## config.mk

```make
export PLATFORM = sky130hd
export DESIGN_NAME = event_builder_rr
export DESIGN_NICKNAME = d
export VERILOG_FILES = /design/src/rtl/event_builder_pkg.sv /design/src/rtl/event_builder_rr_fifo.sv /design/src/rtl/event_builder_rr.sv
export SDC_FILE = /design/constraint.sdc
export NUM_CORES = 2
export LEC_CHECK = 0
export CAP_MARGIN = 20
export CORE_AREA = 2 2 742 523
export CTS_CLUSTER_DIAMETER = 60
export DETAILED_ROUTE_END_ITERATION = 7
export DIE_AREA = 0 0 744 525
export SYNTH_ARGS = -nofsm -noshare
export SYNTH_HDL_FRONTEND = slang
export SYNTH_MEMORY_MAX_BITS = 65536
export SYNTH_SLANG_ARGS = --single-unit
```

## constraint.sdc

```tcl
create_clock -name clk4x -period 24.6 [get_ports clk4x]
set_input_delay 4.92 -clock clk4x [delete_from_list [all_inputs] [get_ports clk4x]]
set_output_delay 4.92 -clock clk4x [all_outputs]
set_load 0.01 [all_outputs]
```

## src/rtl/event_builder_pkg.sv

```systemverilog
// Shared constants and helpers for the event builder: packet field layout
// and the parity function used to seal each packet.
package event_builder_pkg;

  // Data packets carry this code in their two least significant bits.
  localparam logic [1:0] PKT_TYPE_DATA = 2'b01;
  localparam int         PKT_TYPE_W    = 2;

  // Widest packet the parity helper accepts; callers zero-extend into it,
  // which leaves the XOR reduction unchanged.
  localparam int         PKT_MAX_W     = 256;

  // Field offsets, LSB first: type, chip ID, channel ID, timestamp, ADC.
  function automatic int pkt_chip_off();
    return PKT_TYPE_W;
  endfunction

  function automatic int pkt_chan_off(input int chip_w);
    return PKT_TYPE_W + chip_w;
  endfunction

  function automatic int pkt_ts_off(input int chip_w, input int chan_w);
    return PKT_TYPE_W + chip_w + chan_w;
  endfunction

  function automatic int pkt_adc_off(input int chip_w, input int chan_w, input int ts_w);
    return PKT_TYPE_W + chip_w + chan_w + ts_w;
  endfunction

  // Odd parity: the returned bit makes the total number of ones odd.
  function automatic logic odd_parity(input logic [PKT_MAX_W-1:0] v);
    return ~^v;
  endfunction

endpackage

```

## src/rtl/event_builder_rr_fifo.sv

```systemverilog
// Synchronous FIFO holding finished packets until the consumer takes them.
// A push while full is accepted only when a pop happens on the same edge.
module sync_fifo #(
  parameter int WIDTH      = 54,
  parameter int FIFO_DEPTH = 64,
  parameter int FIFO_BITS  = 6
) (
  input  logic                 clk_i,
  input  logic                 reset_i,
  input  logic                 push_i,
  input  logic [WIDTH-1:0]     data_i,
  input  logic                 pop_i,
  output logic [WIDTH-1:0]     data_o,
  output logic [FIFO_BITS:0]   count_o,
  output logic                 full_o,
  output logic                 empty_o
);

  logic [WIDTH-1:0]     mem_q [FIFO_DEPTH];
  logic [FIFO_BITS-1:0] wr_ptr_q, wr_ptr_d;
  logic [FIFO_BITS-1:0] rd_ptr_q, rd_ptr_d;
  logic [FIFO_BITS:0]   count_q, count_d;
  logic                 do_push_s;
  logic                 do_pop_s;

  assign full_o  = (count_q == (FIFO_BITS+1)'(FIFO_DEPTH));
  assign empty_o = (count_q == '0);
  assign count_o = count_q;
  assign data_o  = mem_q[rd_ptr_q];

  // Qualify push/pop and compute next pointers and occupancy.
  always_comb begin
    do_pop_s  = pop_i && !empty_o;
    do_push_s = push_i && (!full_o || do_pop_s);
    wr_ptr_d  = wr_ptr_q;
    rd_ptr_d  = rd_ptr_q;
    count_d   = count_q;
    if (do_push_s) begin
      wr_ptr_d = wr_ptr_q + FIFO_BITS'(1);
    end else begin
      wr_ptr_d = wr_ptr_q;
    end
    if (do_pop_s) begin
      rd_ptr_d = rd_ptr_q + FIFO_BITS'(1);
    end else begin
      rd_ptr_d = rd_ptr_q;
    end
    case ({do_push_s, do_pop_s})
      2'b10:   count_d = count_q + (FIFO_BITS+1)'(1);
      2'b01:   count_d = count_q - (FIFO_BITS+1)'(1);
      default: count_d = count_q;
    endcase
  end

  // Pointer and occupancy registers.
  always_ff @(posedge clk_i) begin
    if (reset_i) begin
      wr_ptr_q <= '0;
      rd_ptr_q <= '0;
      count_q  <= '0;
    end else begin
      wr_ptr_q <= wr_ptr_d;
      rd_ptr_q <= rd_ptr_d;
      count_q  <= count_d;
    end
  end

  // Packet storage; contents are meaningless while the FIFO is empty.
  always_ff @(posedge clk_i) begin
    if (do_push_s) begin
      mem_q[wr_ptr_q] <= data_i;
    end
  end

endmodule

```

## src/rtl/event_builder_rr.sv

```systemverilog
// Event builder: captures per-channel ADC results with a timestamp, picks
// one pending channel per cycle round-robin, packs it into an odd-parity
// packet and queues it for the UART transmitter.
module event_builder_rr
  import event_builder_pkg::*;
#(
  parameter int NUMCHANNELS  = 32,
  parameter int ADCBITS      = 6,
  parameter int CHIP_ID_W    = 8,
  parameter int CHANNEL_ID_W = 7,
  parameter int TIME_STAMP_W = 24,
  parameter int WIDTH        = 54,
  parameter int FIFO_DEPTH   = 64,
  parameter int FIFO_BITS    = 6,
  parameter int LOST_W       = 16
) (
  input  logic                           clk4x,
  input  logic                           reset,
  input  logic [CHIP_ID_W-1:0]           chip_id,
  input  logic [NUMCHANNELS-1:0]         adc_done,
  input  logic [NUMCHANNELS*ADCBITS-1:0] adc_word,
  input  logic                           ts_clear,
  output logic [WIDTH-1:0]               out_data,
  output logic                           out_valid,
  input  logic                           out_ready,
  output logic [FIFO_BITS:0]             fifo_count,
  output logic                           fifo_full,
  output logic                           fifo_half,
  output logic [NUMCHANNELS-1:0]         pending,
  output logic [LOST_W-1:0]              lost_count
);

  localparam int OFF_CHIP = pkt_chip_off();
  localparam int OFF_CHAN = pkt_chan_off(CHIP_ID_W);
  localparam int OFF_TS   = pkt_ts_off(CHIP_ID_W, CHANNEL_ID_W);
  localparam int OFF_ADC  = pkt_adc_off(CHIP_ID_W, CHANNEL_ID_W, TIME_STAMP_W);
  localparam int LOSS_W   = $clog2(NUMCHANNELS + 1);
  localparam int SUM_W    = LOST_W + LOSS_W;
  localparam int CHW1     = CHANNEL_ID_W + 1;
  localparam logic [CHW1-1:0] LAST_CH = CHW1'(NUMCHANNELS - 1);

  logic [TIME_STAMP_W-1:0] ts_q, ts_d;
  logic [NUMCHANNELS-1:0]  pending_q, pending_d;
  logic [ADCBITS-1:0]      slot_adc_q [NUMCHANNELS];
  logic [TIME_STAMP_W-1:0] slot_ts_q  [NUMCHANNELS];
  logic [NUMCHANNELS-1:0]  cap_vec_s, loss_vec_s;
  logic [NUMCHANNELS-1:0]  rr_mask_s, rr_req_s, gnt_onehot_s;
  logic [CHANNEL_ID_W-1:0] rr_ptr_q, rr_ptr_d, gnt_idx_s;
  logic                    grant_s, write_ok_s;
  logic [LOST_W-1:0]       lost_q, lost_d;
  logic [LOSS_W-1:0]       loss_num_s;
  logic [SUM_W-1:0]        lost_sum_s;
  logic [ADCBITS-1:0]      sel_adc_s;
  logic [TIME_STAMP_W-1:0] sel_ts_s;
  logic [WIDTH-2:0]        pkt_body_s;
  logic [WIDTH-1:0]        pkt_s;
  logic                    fifo_empty_s;

  // Free-running timestamp; ts_clear restarts it from zero.
  always_comb begin
    if (ts_clear) begin
      ts_d = '0;
    end else begin
      ts_d = ts_q + TIME_STAMP_W'(1);
    end
  end

  // Round-robin pick: lowest pending channel at or above the pointer,
  // otherwise wrap to the lowest pending channel overall.
  always_comb begin
    rr_mask_s    = '0;
    rr_req_s     = '0;
    gnt_idx_s    = '0;
    gnt_onehot_s = '0;
    for (int i = 0; i < NUMCHANNELS; i++) begin
      if (CHANNEL_ID_W'(i) >= rr_ptr_q) begin
        rr_mask_s[i] = 1'b1;
      end else begin
        rr_mask_s[i] = 1'b0;
      end
    end
    if (|(pending_q & rr_mask_s)) begin
      rr_req_s = pending_q & rr_mask_s;
    end else begin
      rr_req_s = pending_q;
    end
    for (int i = NUMCHANNELS - 1; i >= 0; i--) begin
      if (rr_req_s[i]) begin
        gnt_idx_s = CHANNEL_ID_W'(i);
      end else begin
        gnt_idx_s = gnt_idx_s;
      end
    end
    write_ok_s = !fifo_full || (out_valid && out_ready);
    grant_s    = (|pending_q) && write_ok_s;
    for (int i = 0; i < NUMCHANNELS; i++) begin
      if (grant_s && (gnt_idx_s == CHANNEL_ID_W'(i))) begin
        gnt_onehot_s[i] = 1'b1;
      end else begin
        gnt_onehot_s[i] = 1'b0;
      end
    end
  end

  // Next search start is the channel after the one just granted.
  always_comb begin
    if (!grant_s) begin
      rr_ptr_d = rr_ptr_q;
    end else if ({1'b0, gnt_idx_s} == LAST_CH) begin
      rr_ptr_d = '0;
    end else begin
      rr_ptr_d = gnt_idx_s + CHANNEL_ID_W'(1);
    end
  end

  // Per-channel capture/discard decision; a grant frees the slot in the
  // same edge, so a result arriving then is kept rather than lost.
  always_comb begin
    pending_d  = pending_q;
    cap_vec_s  = '0;
    loss_vec_s = '0;
    for (int i = 0; i < NUMCHANNELS; i++) begin
      if (adc_done[i]) begin
        if (!pending_q[i] || gnt_onehot_s[i]) begin
          cap_vec_s[i] = 1'b1;
          pending_d[i] = 1'b1;
        end else begin
          loss_vec_s[i] = 1'b1;
          pending_d[i]  = 1'b1;
        end
      end else if (gnt_onehot_s[i]) begin
        pending_d[i] = 1'b0;
      end else begin
        pending_d[i] = pending_q[i];
      end
    end
  end

  // Add all of this edge's discarded results, saturating at all-ones.
  always_comb begin
    loss_num_s = '0;
    for (int i = 0; i < NUMCHANNELS; i++) begin
      loss_num_s = loss_num_s + LOSS_W'(loss_vec_s[i]);
    end
    lost_sum_s = SUM_W'(lost_q) + SUM_W'(loss_num_s);
    if (lost_sum_s > SUM_W'({LOST_W{1'b1}})) begin
      lost_d = '1;
    end else begin
      lost_d = lost_sum_s[LOST_W-1:0];
    end
  end

  // Assemble the packet for the granted slot and seal it with parity.
  always_comb begin
    sel_adc_s = '0;
    sel_ts_s  = '0;
    for (int i = 0; i < NUMCHANNELS; i++) begin
      sel_adc_s = sel_adc_s | (slot_adc_q[i] & {ADCBITS{gnt_onehot_s[i]}});
      sel_ts_s  = sel_ts_s  | (slot_ts_q[i]  & {TIME_STAMP_W{gnt_onehot_s[i]}});
    end
    pkt_body_s                            = '0;
    pkt_body_s[PKT_TYPE_W-1:0]            = PKT_TYPE_DATA;
    pkt_body_s[OFF_CHIP +: CHIP_ID_W]     = chip_id;
    pkt_body_s[OFF_CHAN +: CHANNEL_ID_W]  = gnt_idx_s;
    pkt_body_s[OFF_TS   +: TIME_STAMP_W]  = sel_ts_s;
    pkt_body_s[OFF_ADC  +: ADCBITS]       = sel_adc_s;
    pkt_s = {odd_parity(PKT_MAX_W'(pkt_body_s)), pkt_body_s};
  end

  // Timestamp, arbiter pointer, pending flags and loss counter.
  always_ff @(posedge clk4x) begin
    if (reset) begin
      ts_q      <= '0;
      rr_ptr_q  <= '0;
      pending_q <= '0;
      lost_q    <= '0;
    end else begin
      ts_q      <= ts_d;
      rr_ptr_q  <= rr_ptr_d;
      pending_q <= pending_d;
      lost_q    <= lost_d;
    end
  end

  // Capture slots: result and timestamp of the oldest unsent conversion.
  always_ff @(posedge clk4x) begin
    if (reset) begin
      for (int i = 0; i < NUMCHANNELS; i++) begin
        slot_adc_q[i] <= '0;
        slot_ts_q[i]  <= '0;
      end
    end else begin
      for (int i = 0; i < NUMCHANNELS; i++) begin
        if (cap_vec_s[i]) begin
          slot_adc_q[i] <= adc_word[i*ADCBITS +: ADCBITS];
          slot_ts_q[i]  <= ts_q;
        end
      end
    end
  end

  sync_fifo #(
    .WIDTH      (WIDTH),
    .FIFO_DEPTH (FIFO_DEPTH),
    .FIFO_BITS  (FIFO_BITS)
  ) u_fifo (
    .clk_i   (clk4x),
    .reset_i (reset),
    .push_i  (grant_s),
    .data_i  (pkt_s),
    .pop_i   (out_ready),
    .data_o  (out_data),
    .count_o (fifo_count),
    .full_o  (fifo_full),
    .empty_o (fifo_empty_s)
  );

  assign out_valid  = !fifo_empty_s;
  assign fifo_half  = (fifo_count >= (FIFO_BITS+1)'(FIFO_DEPTH / 2));
  assign pending    = pending_q;
  assign lost_count = lost_q;

endmodule
```

==> out/qor.txt <==
Die H - 525 um
main combinational cell family by area after synthesis - multiplexers
PD cells - 126 nW/um^2
Initial Util - 39.8%
drt first pass iters - 8
hold crit path type - flip-flop to flip-flop
Clk Latency, worst-skew pair - 0.97 ns
pin count of the biggest net entering global routing - 142
Slew Limit Fails - 0
final hold slack - 0.461 ns
slowest CP cell - dfxtp_1
Synth Warn # - 0
RSZ-0062 raised after global routing - false
# hold bufs at CTS - 0
vias per cell - 6.31
Area Growth Syn to Fin - 15.3%
Synth Area in Compound Gates - 4.03%
Worst Path Required - 25.45 ns
max cap viols - 0
Synth async-reset ratio - 0%
crit-path max FO - 66
DRC viols - 1
post-cts resize count - 0
Clock Sinks - 3879
Final Setup Violations - 0
DR WL/cell - 36.7 um
vias - 86500
initial antenna violation count - 36
CP Capture Type - flip-flop
Final Hold Fails - 0
proportion of synthesized chip area in sequential cells - 75.5%
Crit path top cell by count - fa_1
Die Area - 391000 sq um
worst rel slew slack - 16.6%
I/O Pins - 348
XOR/XNOR Fraction of Synth Area - 0.502%
WS Path Type - flip-flop to flip-flop
vias in the first global route - 83400
peak supply drop - 1100 uV
layout cells sized above 1 - 23.0%
Slew @ Worst Pin - 1.25 ns
TritonCTS clock tree - done
post-synthesis register bit count - 3879
post-route ant nets - 0
Max Clk Rate - 73.7 MHz
Die Wd - 744 um
Worst Clk Skew - 0.106 ns
Leakage - 0.0560 uW
Clock Pin Slew Worst Setup and Hold Paths - 0.06 ns
Period minus WS final - 13.57 ns
GP Congestion - 0.911
Worst Path Arrival - 14.42 ns
worst hold stages - 1
Post-Synth Adder-Cell Area - 0.632%
Total Wirelength - 503 mm
Post-Syn Area - 153000 sq um
CORE AREA - 384000 sq um
Post-Syn Instances - 7748
setup tns final - 0 ns
grt ovf - 0
clk buf depth - 4
root buf cell - clkbuf_16
H-tree depth - 5
fin nets - 8587
IO buf count - 337
simple-gate share of the synthesized area - 4.14%
crit-path max cell delay - 0.85 ns
GRT Total Usage - 25.2%
Num CTS Buffers - 376
Post-synth EDFFs - 3776
Syn Area/Cell - 19.7 sq um
DP Wirelength - 284 mm
final worst path period share - 55.2%
post-CTS setup buffer count - 0
num rows - 191
first-pass GRT wire length - 687 mm
multiplexer share of the synthesized area - 13.6%
Iter 0 DRT Violations - 15400
commonest non-fill, non-tap cells in the layout - 3776 x edfxtp_1, 915 x mux4_2, 593 x nor2_1
Worst setup SP type - flip-flop
failing checks - design-rule violations
Reg2Reg Depth - 41
status - finished, violations left
main flop type after synthesis - edfxtp_1
commonest non-fill, non-tap cell in the layout - edfxtp_1
library cells used by synthesis - 95
## cell usage after synthesis (18+ instances only)
cell	number	share of area, %
buf_4	19	0.093
buf_2	23	0.075
a21o_1	18	0.088
a31oi_1	36	0.15
fa_1	27	0.35
nand2b_1	50	0.20
a21oi_1	145	0.47
a222oi_1	51	0.33
nand4_1	44	0.18
a221oi_1	67	0.38
nand3_1	68	0.22
xnor2_1	40	0.23
a22oi_1	217	1.1
nor3_1	21	0.069
nor2_1	660	1.6
dfxtp_1	103	1.3
xor2_1	32	0.18
nand2_1	177	0.43
ha_1	34	0.28
buf_1	102	0.25
a22o_1	64	0.37
edfxtp_1	3776	74
mux4_2	915	13
o21ai_0	72	0.24
inv_1	106	0.26
and2_1	144	0.59
clkbuf_1	350	0.86
nor2b_1	92	0.38
and3_1	20	0.082
## layout make-up
type	count	area, sq um
Tap cell	5114	6400
Multi-Input combinational cell	3272	35900
Antenna cell	4	10.0
Fill cell	32000	208000
Sequential cell	3879	115000
Clock buffer	455	9940
Inverter	108	413
Clock inverter	225	2210
Timing Repair Buffer	653	5920
## per-stage QoR
stage	area, sq um	total power (uW)	instances	utilization (%)	setup WS [ns]
after global placement	164000	15000	13000	42.6	11.04
final	176000	22200	13700	45.9	11.03
after floorplan	153000	12800	7756	-	12.00
after CTS	176000	20800	13700	45.8	11.24
after detailed placement	164000	15100	13000	42.7	11.08
after global routing	176000	22800	13700	45.9	10.49
## registers in the layout (all words and copies together), names as in the netlist, 7 cells and up, named ones only
name / count
slot_adc_q: 192
lost_count: 16
u_fifo.count_o: 7
slot_ts_q: 768
u_fifo.mem_q: 2816
ts_q: 24
pending: 32
## per-layer routing
metal	up-vias	global-route usage [%]	share of wire, %
li1	32700	-	-
met1	46100	37.8	40
met2	6590	35.8	42
met3	1031	7.39	14
met4	36	7.04	3.3
met5	-	0.0613	0.072
## power by group
| part | switching (uW) | internal [uW] | total (uW) |
|---|---|---|---|
| logic | 4420 | 2050 | 6480 |
| clock network | 2540 | 3260 | 5800 |
| registers | 109 | 9790 | 9890 |
| total | 7070 | 15100 | 22200 |
## cells by family (layout without fill, tap and decap cells)
family	after synthesis	count (layout)
DFF	3879	3879
and+or+nand+nor	1350	1350
muxes	937	937
AOI/OAI and AO/OA	836	836
buffers and inverters	605	1441
xor gates and xnor gates	78	78
adders and majority gates	61	61
other	2	14
## worst paths after layout
path               startpoint            end  slack (ns)
setup / recovery  rr_ptr_q[1]  lost_count[6]       11.03
hold reg to reg       ts_q[0]        ts_q[0]        0.46
setup reg to reg  rr_ptr_q[1]  lost_count[6]       11.03
hold / removal        ts_q[0]        ts_q[0]        0.46
## critical path, delay by kind of cell, from the launching register on
kind	cells	cell delay, ns
adders and majority gates	9	4.32
AOI/OAI and AO/OA	16	4.29
and+or+nand+nor	10	3.15
DFF	1	0.85
buffers and inverters	6	0.83
Note: power is estimated with default switching activity, not from simulation.
